File: src/rtl/mips8_pkg.sv
// Shared MIPS8 definitions: opcode field geometry, opcode numbering and fetch FSM states.
// ST_HALT exists only when FETCH_ILLEGAL_TRAP_EN is defined.
package mips8_pkg;

    localparam int OPCODE_W    = 5;
    localparam int NUM_OPCODES = 18;

    // Opcode occupies the top OPCODE_W bits of the instruction word.
    localparam int OPC_FIELD_W  = OPCODE_W;
    localparam int OPND_FROM_TOP = OPCODE_W;

    localparam logic [OPCODE_W-1:0] OP_NOP = 5'd0;
    localparam logic [OPCODE_W-1:0] OP_MOV = 5'd1;
    localparam logic [OPCODE_W-1:0] OP_LDI = 5'd2;
    localparam logic [OPCODE_W-1:0] OP_LD  = 5'd3;
    localparam logic [OPCODE_W-1:0] OP_ST  = 5'd4;
    localparam logic [OPCODE_W-1:0] OP_ADD = 5'd5;
    localparam logic [OPCODE_W-1:0] OP_SUB = 5'd6;
    localparam logic [OPCODE_W-1:0] OP_AND = 5'd7;
    localparam logic [OPCODE_W-1:0] OP_OR  = 5'd8;
    localparam logic [OPCODE_W-1:0] OP_XOR = 5'd9;
    localparam logic [OPCODE_W-1:0] OP_NOT = 5'd10;
    localparam logic [OPCODE_W-1:0] OP_CMP = 5'd11;
    localparam logic [OPCODE_W-1:0] OP_JZ  = 5'd12;
    localparam logic [OPCODE_W-1:0] OP_JNZ = 5'd13;
    localparam logic [OPCODE_W-1:0] OP_JL  = 5'd14;
    localparam logic [OPCODE_W-1:0] OP_JG  = 5'd15;
    localparam logic [OPCODE_W-1:0] OP_JMP = 5'd16;
    localparam logic [OPCODE_W-1:0] OP_HLT = 5'd17;

    typedef enum logic [1:0] {
        ST_IDLE,
        ST_FETCH,
        ST_ISSUE
`ifdef FETCH_ILLEGAL_TRAP_EN
        , ST_HALT
`endif
    } fetch_state_e;

endpackage

File: src/rtl/fetch_unit_if.sv
// Instruction-memory req/ack bus between the fetch stage (master) and imem (slave).
interface fetch_unit_if #(
    parameter int PC_WIDTH    = 8,
    parameter int INSTR_WIDTH = 16
);
    logic                   imem_req;
    logic [PC_WIDTH-1:0]    imem_addr;
    logic                   imem_ack;
    logic [INSTR_WIDTH-1:0] imem_rdata;

    modport master (output imem_req, output imem_addr, input imem_ack, input imem_rdata);
    modport slave  (input imem_req, input imem_addr, output imem_ack, output imem_rdata);
endinterface

File: src/rtl/fetch_unit_branch_resolve.sv
// Branch-taken decision from ControlUnit jump strobes and the flags register.
module branch_resolve (
    input  logic is_jz,
    input  logic is_jnz,
    input  logic is_jl,
    input  logic is_jg,
    input  logic is_jump,
    input  logic flag_z,
    input  logic flag_l,
    input  logic flag_g,
    output logic taken
);
    // Any satisfied term wins; strobes are not assumed one-hot.
    assign taken = is_jump | (is_jz & flag_z) | (is_jnz & ~flag_z)
                 | (is_jl & flag_l) | (is_jg & flag_g);
endmodule

File: src/rtl/fetch_unit.sv
// MIPS8 fetch/branch stage: PC + IR, imem req/ack fetch, issue to decode with stall.
// FETCH_ILLEGAL_TRAP_EN: opcodes >= NUM_OPCODES halt the stage and raise illegal.
module fetch_unit
    import mips8_pkg::*;
#(
    parameter int                  PC_WIDTH    = 8,
    parameter int                  INSTR_WIDTH = 16,
    parameter logic [PC_WIDTH-1:0] RESET_PC    = '0
) (
    input  logic                            clk,
    input  logic                            rst_n,
    fetch_unit_if.master                    imem,
    output logic [OPCODE_W-1:0]             opcode,
    output logic [INSTR_WIDTH-OPCODE_W-1:0] operand,
    output logic                            instr_valid,
    input  logic                            stall,
    input  logic                            is_jz,
    input  logic                            is_jnz,
    input  logic                            is_jl,
    input  logic                            is_jg,
    input  logic                            is_jump,
    input  logic                            flag_z,
    input  logic                            flag_l,
    input  logic                            flag_g,
    input  logic [PC_WIDTH-1:0]             branch_target,
    output logic [PC_WIDTH-1:0]             pc,
    output logic                            illegal
);
    fetch_state_e           state;
    logic [INSTR_WIDTH-1:0] ir;
    logic                   req_q;
    logic                   taken;

    branch_resolve u_br (
        .is_jz   (is_jz),
        .is_jnz  (is_jnz),
        .is_jl   (is_jl),
        .is_jg   (is_jg),
        .is_jump (is_jump),
        .flag_z  (flag_z),
        .flag_l  (flag_l),
        .flag_g  (flag_g),
        .taken   (taken)
    );

    assign opcode         = ir[INSTR_WIDTH-1 -: OPC_FIELD_W];
    assign operand        = ir[INSTR_WIDTH-OPND_FROM_TOP-1:0];
    assign imem.imem_req  = req_q;
    assign imem.imem_addr = pc;

`ifdef FETCH_ILLEGAL_TRAP_EN
    logic ill_q;
    assign illegal = ill_q;
`else
    assign illegal = 1'b0;
`endif

    always_ff @(posedge clk or negedge rst_n) begin
        if (!rst_n) begin
            state       <= ST_IDLE;
            pc          <= RESET_PC;
            ir          <= '0;
            req_q       <= 1'b0;
            instr_valid <= 1'b0;
`ifdef FETCH_ILLEGAL_TRAP_EN
            ill_q       <= 1'b0;
`endif
        end else begin
            case (state)
                ST_IDLE: begin
                    state <= ST_FETCH;
                    req_q <= 1'b1;
                end
                ST_FETCH: begin
                    if (imem.imem_ack) begin
                        ir          <= imem.imem_rdata;
                        req_q       <= 1'b0;
                        instr_valid <= 1'b1;
                        state       <= ST_ISSUE;
                    end
                end
                ST_ISSUE: begin
                    if (!stall) begin
                        instr_valid <= 1'b0;
`ifdef FETCH_ILLEGAL_TRAP_EN
                        if (opcode >= OPCODE_W'(NUM_OPCODES)) begin
                            ill_q <= 1'b1;
                            state <= ST_HALT;
                        end else begin
                            pc    <= taken ? branch_target : pc + PC_WIDTH'(1);
                            req_q <= 1'b1;
                            state <= ST_FETCH;
                        end
`else
                        pc    <= taken ? branch_target : pc + PC_WIDTH'(1);
                        req_q <= 1'b1;
                        state <= ST_FETCH;
`endif
                    end
                end
`ifdef FETCH_ILLEGAL_TRAP_EN
                ST_HALT: ;  // sticky until reset
`endif
                default: state <= ST_IDLE;
            endcase
        end
    end
endmodule

File: src/flat_wrapper.sv
// flat-port wrapper written by rule: the top's interface ports become plain ports
module fetch_unit_flat import mips8_pkg::*;
#(
    parameter int                  PC_WIDTH    = 8,
    parameter int                  INSTR_WIDTH = 16,
    parameter logic [PC_WIDTH-1:0] RESET_PC    = '0
)
  (clk, rst_n, opcode, operand, instr_valid, stall, is_jz, is_jnz, is_jl, is_jg, is_jump, flag_z, flag_l, flag_g, branch_target, pc, illegal, imem_imem_req, imem_imem_addr, imem_imem_ack, imem_imem_rdata);
  fetch_unit_if #(.PC_WIDTH(PC_WIDTH), .INSTR_WIDTH(INSTR_WIDTH)) imem_i ();
  input  logic clk;
  input  logic rst_n;
  output logic [OPCODE_W-1:0] opcode;
  output logic [INSTR_WIDTH-OPCODE_W-1:0] operand;
  output logic instr_valid;
  input  logic stall;
  input  logic is_jz;
  input  logic is_jnz;
  input  logic is_jl;
  input  logic is_jg;
  input  logic is_jump;
  input  logic flag_z;
  input  logic flag_l;
  input  logic flag_g;
  input  logic [PC_WIDTH-1:0] branch_target;
  output logic [PC_WIDTH-1:0] pc;
  output logic illegal;
  output wire logic [$bits(imem_i.imem_req)-1:0] imem_imem_req;
  output wire logic [$bits(imem_i.imem_addr)-1:0] imem_imem_addr;
  input wire logic [$bits(imem_i.imem_ack)-1:0] imem_imem_ack;
  input wire logic [$bits(imem_i.imem_rdata)-1:0] imem_imem_rdata;
  assign imem_imem_req = imem_i.imem_req;
  assign imem_imem_addr = imem_i.imem_addr;
  assign imem_i.imem_ack = imem_imem_ack;
  assign imem_i.imem_rdata = imem_imem_rdata;
  fetch_unit #(.PC_WIDTH(PC_WIDTH), .INSTR_WIDTH(INSTR_WIDTH), .RESET_PC(RESET_PC)) u_core (.clk(clk), .rst_n(rst_n), .imem(imem_i), .opcode(opcode), .operand(operand), .instr_valid(instr_valid), .stall(stall), .is_jz(is_jz), .is_jnz(is_jnz), .is_jl(is_jl), .is_jg(is_jg), .is_jump(is_jump), .flag_z(flag_z), .flag_l(flag_l), .flag_g(flag_g), .branch_target(branch_target), .pc(pc), .illegal(illegal));
endmodule
File: config.mk
export PLATFORM = sky130hd
export DESIGN_NAME = fetch_unit_flat
export DESIGN_NICKNAME = d
export VERILOG_FILES = /design/src/rtl/mips8_pkg.sv /design/src/rtl/fetch_unit_if.sv /design/src/rtl/fetch_unit_branch_resolve.sv /design/src/rtl/fetch_unit.sv /design/src/flat_wrapper.sv
export SDC_FILE = /design/constraint.sdc
export NUM_CORES = 1
export LEC_CHECK = 0
export CORE_MARGIN = 2
export CORE_UTILIZATION = 35
export CTS_CLUSTER_SIZE = 25
export DETAILED_ROUTE_END_ITERATION = 6
export GPL_TIMING_DRIVEN = 0
export PLACE_DENSITY_LB_ADDON = 0.1
export SYNTH_ARGS = -nofsm -noshare
export SYNTH_HDL_FRONTEND = slang
export SYNTH_SLANG_ARGS = --single-unit
File: constraint.sdc
create_clock -name clk -period 1.2 [get_ports clk]
set_input_delay 0.24 -clock clk [delete_from_list [all_inputs] [get_ports clk]]
set_output_delay 0.24 -clock clk [all_outputs]
set_load 0.05 [all_outputs]
# Word-level counts from Yosys, hierarchy flattened
# Cells that the tools add are included.
[totals]
reg_bits = 28
output_inout_bits = 35
elab_cells = 38
[op_classes]
n_addsub = 1
n_eq_ne = 4
muxes = 10
bitwise = 10
n_reduce_logical = 8
[op_table]
columns = ["cell", "n"]
rows = [
  ["8-bit by 1-bit adder with 8-bit output, second input constant", 1],
  ["8-bit two-way mux", 1],
  ["2-bit one-hot mux with 3 select lines", 1],
  ["2-bit AND reduction", 3],
  ["3-bit AND reduction", 2],
  ["1-bit AND", 4],
  ["1-bit two-way mux", 4],
  ["2-bit two-way mux", 2],
  ["2-bit inequality test, second input constant", 2],
  ["1-bit OR", 4],
  ["1-bit one-hot mux with 3 select lines", 1],
  ["3-bit nonzero test", 1],
  ["2-bit by 1-bit == test with 1-bit output, second input constant", 1],
  ["2-bit == test, second input constant", 1],
  ["2-bit logical NOT", 1],
  ["1-bit NOT", 2],
  ["1-bit one-hot mux with 2 select lines", 1],
  ["2-bit nonzero test", 1],
]

# Longest topological paths before layout
# Gate-level depths: netlist (run 1).
[logic_depth]
ltp_word = 6
depth_mapped = 5
ltp_nobuf = 5

# Hierarchy
# From an unflattened synthesis (run 1), not the netlist that was laid out.
[unflattened]
hier_cells = 123
area_unflattened_um2 = 1433.9
[by_module_without_submodules]
columns = ["module", "n_inst", "cells_per_inst", "area_each_um2", "seq_area_each_um2"]
rows = [
  ["fetch_unit", 1, 119, 1405.1, 700.7],
  ["branch_resolve", 1, 4, 28.8, 0.0],
]

# Least setup slack after synthesis (run 1)
# OpenSTA, ideal clock, no wires.
[synth_timing]
path_kind = "reg2reg"
from = "register u_core.pc[0], in the netlist u_core.imem.imem_addr[0]"
to = "register u_core.pc[6], in the netlist u_core.imem.imem_addr[6]"
setup_time_ns = 0.080
arrival_ns = 1.530
t_required_ns = 1.120
path_slack_ns = -0.409
path_stages_with_launch = 6
synth_period_minus_slack_ns = 1.609
path_cell_list = "dfrtp_1 -> ha_1 -> and3_1 -> nand3_1 -> a21oi_1 -> a2bb2oi_1"
[synth_between]
elab_chain_len = 2
[synth_lines]
columns = ["element", "line", "rtl"]
rows = [
  ["start, declared", "fetch_unit.sv:26", "output logic [PC_WIDTH-1:0] pc,"],
  ["start signal, assigned", "fetch_unit.sv:95", "pc <= taken ? branch_target : pc + PC_WIDTH'(1);"],
  ["8-bit by 1-bit adder with 8-bit output", "fetch_unit.sv:95", ""],
  ["8-bit two-way mux", "fetch_unit.sv:95", ""],
]
# No other way between the ends.
# A chain may end at the register's enable or synchronous reset.

# Worst setup path in the final report (run 1)
[layout_timing]
from = "register u_core.state[0]"
to = "register u_core.pc[6], in the netlist u_core.imem.imem_addr[6]"
[layout_between]
elab_chain_len = 2
[layout_lines]
columns = ["element", "line", "rtl"]
rows = [
  ["start, declared", "fetch_unit.sv:29", "fetch_state_e state;"],
  ["start signal, assigned", "fetch_unit.sv:60", "state <= ST_IDLE;"],
  ["start signal, assigned", "fetch_unit.sv:71", "state <= ST_FETCH;"],
  ["start signal, assigned", "fetch_unit.sv:79", "state <= ST_ISSUE;"],
  ["2-bit == test", "fetch_unit.sv:69", "case (state)"],
  ["2-bit AND reduction (no line)", "--", ""],
]
# No other way between the ends.

==> summary.md, run 1 <==
| Metric | Value |
|---|---|
| Mapped Cells | 114 |
| Clock Sinks | 28 |
| Total global routing overflow | 0 |
| Cell type with the largest total area after synthesis | dfrtp_1 |
| Slack of the critical path | -125.9 ps |
| Final hold slack | 96.58 ps |
| Die Span X | 66.05 µm |
| Floorplan core area | 0.003689 mm² |
| IO Port Bufs | 69 |
| Dominant cells by area after synthesis | dfrtp_1, mux2_2, buf_4 |
| Crit. End Element | flop |
| Area Growth Syn to Fin | 86.17% |
| Run status | finished, violations left |
| Ordered list of cells on the worst path | or3b_4 -> buf_8 -> a21oi_2 -> a2bb2oi_1 |
| GRT Total Usage | 0.1671 |
| Ys Warns | 0 |
| Worst clock skew | 1.516 ps |
| Initial core utilization | 0.3653 |
| Yosys cell types | 30 |
| Antenna diode count | 0 |
| FF+latch count, synth | 28 |
| Peak supply drop | 0.001500 V |
| Post-synth top area share | 0.5200 |
| Final Hold Vio Count | 0 |
| Main flop type after synthesis | dfrtp_1 |
| Finished Layout Cells | 259 |
| CP top delay family | flip-flops |
| Routed Antenna Nets | 0 |
| Tmin final | 1326 ps |
| Detailed router's first-iteration violation count | 21 |
| Sequential share of the synthesized area | 0.5200 |
| Pre-CTS setup slack | -665.9 ps |
| Slew HR | 0.5351 |
| Leakage | 1.137 nW |
| Via count | 1249 |
| Hold Buf Count CTS | 0 |
| Routed wire length | 3466 µm |
| Failing checks | negative setup slack |
| # nets final | 249 |
| Buffers & Inverters on Critical Path | 1 |
| Setup violations, final | 31 |
| DR pass1 iterations | 4 |
| Slowest CP cell | dfrtp_2 |
| First-pass GRT wire length | 5706 µm |
| Syn avg cell area | 11.82 µm² |
| Core Rows | 22 |
| Largest net degree at the start of global routing | 29 |
| EDFF count, synth | 0 |
| DR WL/cell | 13.38 µm |
| Num CTS Buffers | 3 |
| Layout cells sized above 1 | 0.5735 |
| Longest Clk Path Bufs | 2 |
| CTS tree | yes |
| Placed cells | 231 |
| H-tree levels | 1 |
| Vias in the first global route | 1287 |
| Worst Max-Slew Pin Slew | 697.4 ps |
| DR vias/cell | 4.822 |
| Root buf cell | clkbuf_8 |
| Clock network latency to the later pin of the worst-skew pair | 270 ps |
| Final period util | 1.105 |
| Final core utilization | 0.6801 |
| CP Class | reg2reg |
| Drt drc | 0 |
| Die area | 0.004363 mm² |
| CP peak stage delay | 450 ps |
| IO Count | 71 |
| Slew Limit Fails | 0 |
| Antenna violations before repair | 0 |
| Clock slew at reported path FFs | 90 ps |
| Post-Synthesis Net Count | 151 |
| FMAX | 754.2 MHz |
| Netlist Area Pre-Place | 0.001348 mm² |
| Die height | 66.05 µm |
| Maxcap violations | 0 |
| Total power | 7.509 mW |
| Post-DP HPWL | 2336 µm |
| Pwr/cell area | 2993 mW/mm² |
| RSZ-0062 raised after global routing | true |
| Crit path required time | 1400 ps |
| Post-synth ARST share | 1.000 |
| Routability cong. | 0.8024 |
| Critical path fanouts, max | 5 |
| HP Class | in2async |
| Startpoint types | flop |
| Worst EP arrival | 1520 ps |
area by class of cell:
type,instances,area [µm²]
plain buffers,10,116.4
multi-input cells,71,670.6
well taps,48,60.06
flip-flops and latches,28,710.7
clock inverters,1,30.03
clock buffers,3,41.29
fillers,296,1180
repair buffers,95,868.3
inverters,3,11.26
cells by family (layout without fill, tap and decap cells):
family / after synthesis / after routing / share of synthesized area
other: 1 / 1 / 0.002783
and+or+nand+nor: 26 / 26 / 0.1124
DFF: 28 / 28 / 0.5200
adders and majority gates: 1 / 1 / 0.009284
AOI/OAI and AO/OA: 24 / 24 / 0.1263
muxes: 19 / 19 / 0.1560
buffers and inverters: 15 / 112 / 0.07334
Yosys cell counts (all sizes together) (2+ instances only):
| library cell | count |
|---|---|
| nand2 | 7 |
| nand4 | 3 |
| and2 | 2 |
| a2bb2oi | 3 |
| o21ai | 6 |
| inv | 3 |
| a21oi | 8 |
| mux2 | 16 |
| buf | 11 |
| nand3 | 8 |
| dfrtp | 28 |
| a22oi | 2 |
| mux2i | 3 |
per-stage QoR:
stage / TNS, ps / instance area, µm²
global route: -3425 / 2509
global placement: -33390 / 2148
floorplan: -776.2 / 1398
finish: -2003 / 2509
detailed placement: -33720 / 2148
CTS: -2140 / 2333
repair_timing:
item / CTS / global route
pin swaps: 5 / 10
setup buffers: 14 / 9
gates cloned: 2 / 1
resized for setup: 231 / 37
endpoints found under the hold margin: 0 / 0
endpoints found under the setup margin: 79 / 38
flip-flops by register name, summed over array words and instances, names as in the netlist:
name                   count
u_core.ir                 16
u_core.imem.imem_addr      8
u_core.state               2
u_core.imem.imem_req       1
u_core.instr_valid         1
placed cells by master (no fill, tap or decap), types with 2 or more instances in the layout:
cell type,n
buf_8,12
mux2_2,13
o21ai_0,3
clkbuf_4,2
o21ai_1,2
inv_1,3
dlygate4sd2_1,3
buf_4,24
nand3_1,8
a21oi_1,5
nand4_1,3
mux2_4,3
nand2_1,6
clkdlybuf4s15_1,3
a21oi_2,3
buf_6,13
a2bb2oi_2,2
dfrtp_1,20
clkdlybuf4s50_1,25
clkbuf_8,3
buf_2,18
dlymetal6s2s_1,2
dfrtp_2,8
mux2i_4,2
layer usage:
layer / up-vias / GRT usage / part of all wire
li1: 601 / - / -
met1: 591 / 0.1933 / 0.38
met2: 53 / 0.2980 / 0.51
met3: 4 / 0.05281 / 0.10
met4: 0 / 0.04337 / 0.0095
met5: - / 0 / 0
worst register-to-register path, delay by kind of cell (launching register included):
kind / cells / cell delay [ps]
flops: 1 / 450
simple gates: 1 / 400
buf+inv: 1 / 150
compound gates: 2 / 270
final timing paths:
kind	startpoint	endpoint	slack (ps)	depth (start not counted)
worst max-delay path	u_core.state[0]	u_core.imem.imem_addr[6]	-130	4
worst min-delay path	rst_n	u_core.imem.imem_addr[0]	100	1
worst max register to register	u_core.state[0]	u_core.imem.imem_addr[6]	-130	4
worst min register to register	u_core.instr_valid	u_core.instr_valid	500	2
max in group asynchronous	rst_n	u_core.imem.imem_addr[3]	610	1
min in group clk	u_core.instr_valid	u_core.instr_valid	500	2
where the power goes:
| group | internal [mW] | switching, mW |
|---|---|---|
| combinational | 2.06 | 2.91 |
| clock | 0.446 | 0.288 |
| sequential | 1.43 | 0.372 |
(Power assumes the default switching activity.)
==> inputs of run 2 (changes only) <==
--- a/config.mk
+++ b/config.mk
@@ -5,11 +5,12 @@
 export SDC_FILE = /design/constraint.sdc
 export NUM_CORES = 1
 export LEC_CHECK = 0
+export CAP_MARGIN = 20
 export CORE_MARGIN = 2
 export CORE_UTILIZATION = 35
 export CTS_CLUSTER_SIZE = 25
 export DETAILED_ROUTE_END_ITERATION = 6
-export GPL_TIMING_DRIVEN = 0
+export GPL_TIMING_DRIVEN = 1
 export PLACE_DENSITY_LB_ADDON = 0.1
 export SYNTH_ARGS = -nofsm -noshare
 export SYNTH_HDL_FRONTEND = slang
==> run 2 against run 1 <==
  * The flow still finishes with violations (negative setup slack)
  * Die area is the same
  * Design area grew 15%
  * Sequential power grew 13%
  * Critical path type is now in2reg
==> summary.md, run 2 (synthesized netlist as in run 1, its figures left out) <==
| Metric | Value |
|---|---|
| Root buf cell | clkbuf_8 (unchanged) |
| Routed wire length | 4344 µm (was 3466 µm) |
| Setup violations, final | 33 (was 31) |
| Pint | 5.103 mW (was 3.938 mW) |
| Crit path required time | 1360 ps (was 1400 ps) |
| Run status | finished, violations left (unchanged) |
| IO Count | 71 (unchanged) |
| Clock Sinks | 28 (unchanged) |
| Clk pwr share | 0.059 (was 0.098) |
| Core Rows | 22 (unchanged) |
| Final core utilization | 0.7822 (was 0.6801) |
| Total power | 9.093 mW (was 7.509 mW) |
| Antenna violations before repair | 0 (unchanged) |
| Buffers & Inverters on Critical Path | 1 (unchanged) |
| Critical path fanouts, max | 6 (was 5) |
| NetSw | 3.990 mW (was 3.572 mW) |
| DR vias/cell | 5.125 (was 4.822) |
| Clock slew at reported path FFs | 100 ps (was 90 ps) |
| Finished Layout Cells | 257 (was 259) |
| Pwr/cell area | 3152 mW/mm² (was 2993 mW/mm²) |
| Detailed router's first-iteration violation count | 80 (was 21) |
| CP Class | in2reg (was reg2reg) |
| Die area | 0.004363 mm² (unchanged) |
| Final Hold Vio Count | 0 (unchanged) |
| Tmin final | 1307 ps (was 1326 ps) |
| Ordered list of cells on the worst path | clkdlybuf4s15_1 -> a221oi_4 -> and2_4 -> mux2i_2 -> a2bb2oi_2 (was or3b_4 -> buf_8 -> a21oi_2 -> a2bb2oi_1) |
| First-pass GRT wire length | 6603 µm (was 5706 µm) |
| Vias in the first global route | 1388 (was 1287) |
| Die height | 66.05 µm (unchanged) |
| Layout cells sized above 1 | 0.5502 (was 0.5735) |
| # nets final | 247 (was 249) |
| CTS tree | yes (unchanged) |
| Failing checks | negative setup slack (unchanged) |
| Total global routing overflow | 0 (unchanged) |
| Largest net degree at the start of global routing | 29 (unchanged) |
| H-tree levels | 1 (unchanged) |
| Most frequent cells in the layout | buf_12, clkdlybuf4s50_1, dfrtp_1 (was clkdlybuf4s50_1, buf_4, dfrtp_1) |
| Worst EP arrival | 1470 ps (was 1520 ps) |
| Die Span X | 66.05 µm (unchanged) |
| Slowest CP cell | a221oi_4 (was dfrtp_2) |
| Max reg flops | 16 (unchanged) |
| Placed cells | 235 (was 231) |
| Slew Limit Fails | 0 (unchanged) |
| Leakage | 1.294 nW (was 1.137 nW) |
| Gate power share | 0.717 (was 0.662) |
| Floorplan core area | 0.003689 mm² (unchanged) |
| Longest Clk Path Bufs | 2 (unchanged) |
| Clock network latency to the later pin of the worst-skew pair | 270 ps (about the same) |
| Routability cong. | 0.8372 (was 0.8024) |
| Area Growth Syn to Fin | 114.1% (was 86.17%) |
| Startpoint types | input port (was flop) |
| HP Class | in2async (unchanged) |
| CP top delay family | compound AO/OA/AOI/OAI gates (was flip-flops) |
| Peak supply drop | 0.001814 V (was 0.001500 V) |
| Via count | 1317 (was 1249) |
| DR WL/cell | 16.90 µm (was 13.38 µm) |
| Post-DP HPWL | 2754 µm (was 2336 µm) |
| Crit. End Element | flop (unchanged) |
| RSZ-0062 raised after global routing | true (unchanged) |
| Num CTS Buffers | 3 (unchanged) |
| Final period util | 1.089 (was 1.105) |
| Commonest non-fill, non-tap cell in the layout | buf_12 (was clkdlybuf4s50_1) |
| Antenna diode count | 0 (unchanged) |
| Initial core utilization | 0.3653 (unchanged) |
| Seq pwr share | 0.224 (was 0.240) |
| Maxcap violations | 0 (unchanged) |
| GRT Total Usage | 0.1996 (was 0.1671) |
| FMAX | 765.0 MHz (was 754.2 MHz) |
| CP peak stage delay | 390 ps (was 450 ps) |
| Sw frac | 0.4388 (was 0.4756) |
| Worst clock skew | 4.906 ps (was 1.516 ps) |
| IO Port Bufs | 69 (unchanged) |
| Routed Antenna Nets | 0 (unchanged) |
| Slack of the critical path | -107.3 ps (was -125.9 ps) |
| DR pass1 iterations | 4 (unchanged) |
| Hold Buf Count CTS | 0 (unchanged) |
| Drt drc | 0 (unchanged) |
| Largest reg by FF count | u_core.ir (unchanged) |
run 2: changes by cell type in the layout (fill, tap and decap cells not counted), moves of 3 or more:
cell           change
buf_4              -5
mux2_4             +7
dlygate4sd2_1      +4
buf_8             -12
buf_12            +36
buf_2             -18
nand3_1            -3
buf_6              -4
nand3_2            +3
mux2_2             -7
run 2: routing by layer:
metal	global-route usage	vias up	wire length (µm)
met4	0.05612	0	24
met3	0.05622	4	353
li1	-	603	-
met5	0	-	0
met2	0.3763	57	2374
met1	0.2159	653	1592
run 2: cell type report:
class	instances	area, µm²
clock buffers	4	45.04
fillers	233	803.3
inverters	3	11.26
multi-input cells	75	754.5
flip-flops and latches	28	708.2
well taps	48	60.06
repair buffers	99	1306
run 2: metrics by stage:
step | setup TNS [ps] | hold WS (ps) | worst slack (ps) | cell area (µm²)
floorplan | -776.2 | -55.59 | -164.8 | 1398
global placement | -8541 | 511.2 | -501.9 | 2521
detailed placement | -9385 | 518.2 | -569.1 | 2521
CTS | -532.9 | 333.9 | -60.13 | 2748
global route | -3071 | 326.5 | -184.4 | 2885
finish | -1784 | 313.7 | -107.3 | 2885
run 2: path summary, 6_finish.rpt:
kind,from,endpoint,slack (ps),cells after the start
max reg2reg,u_core.imem.imem_addr[0],u_core.imem.imem_addr[6],-100,5
min in group clk,branch_target[1],u_core.imem.imem_addr[1],530,3
max,is_jl,u_core.imem.imem_addr[6],-110,5
min reg2reg,u_core.instr_valid,u_core.instr_valid,550,2
max in group asynchronous,rst_n,u_core.imem.imem_addr[5],700,2
min,rst_n,u_core.imem.imem_addr[0],310,2
run 2: repair_timing:
action	4_1_cts	5_1_grt
buffers inserted	10	4
pin swaps	4	11
endpoints found under the setup margin	37	36
gates cloned	5	0
resized for setup	29	27
run 2: worst reg2reg max path, delay by kind of cell, from the launching register on:
family                   cells  cell delay [ps]
flip-flops                   1              420
AND/OR/NAND/NOR              2              320
multiplexers                 1              220
adder cells (fa/ha/maj)      1              140
AO/OA/AOI/OAI                1               90
run 2: power by group through the flow:
stage	clock (mW)	combinational, mW	sequential, mW
3_5_place_dp	0	5.76	2.02
6_report	0.540	6.52	2.04
5_1_grt	0.577	6.77	2.10
4_1_cts	0.546	6.17	2.03
2_1_floorplan	0	1.42	3.33
3_3_place_gp	0	5.69	1.98
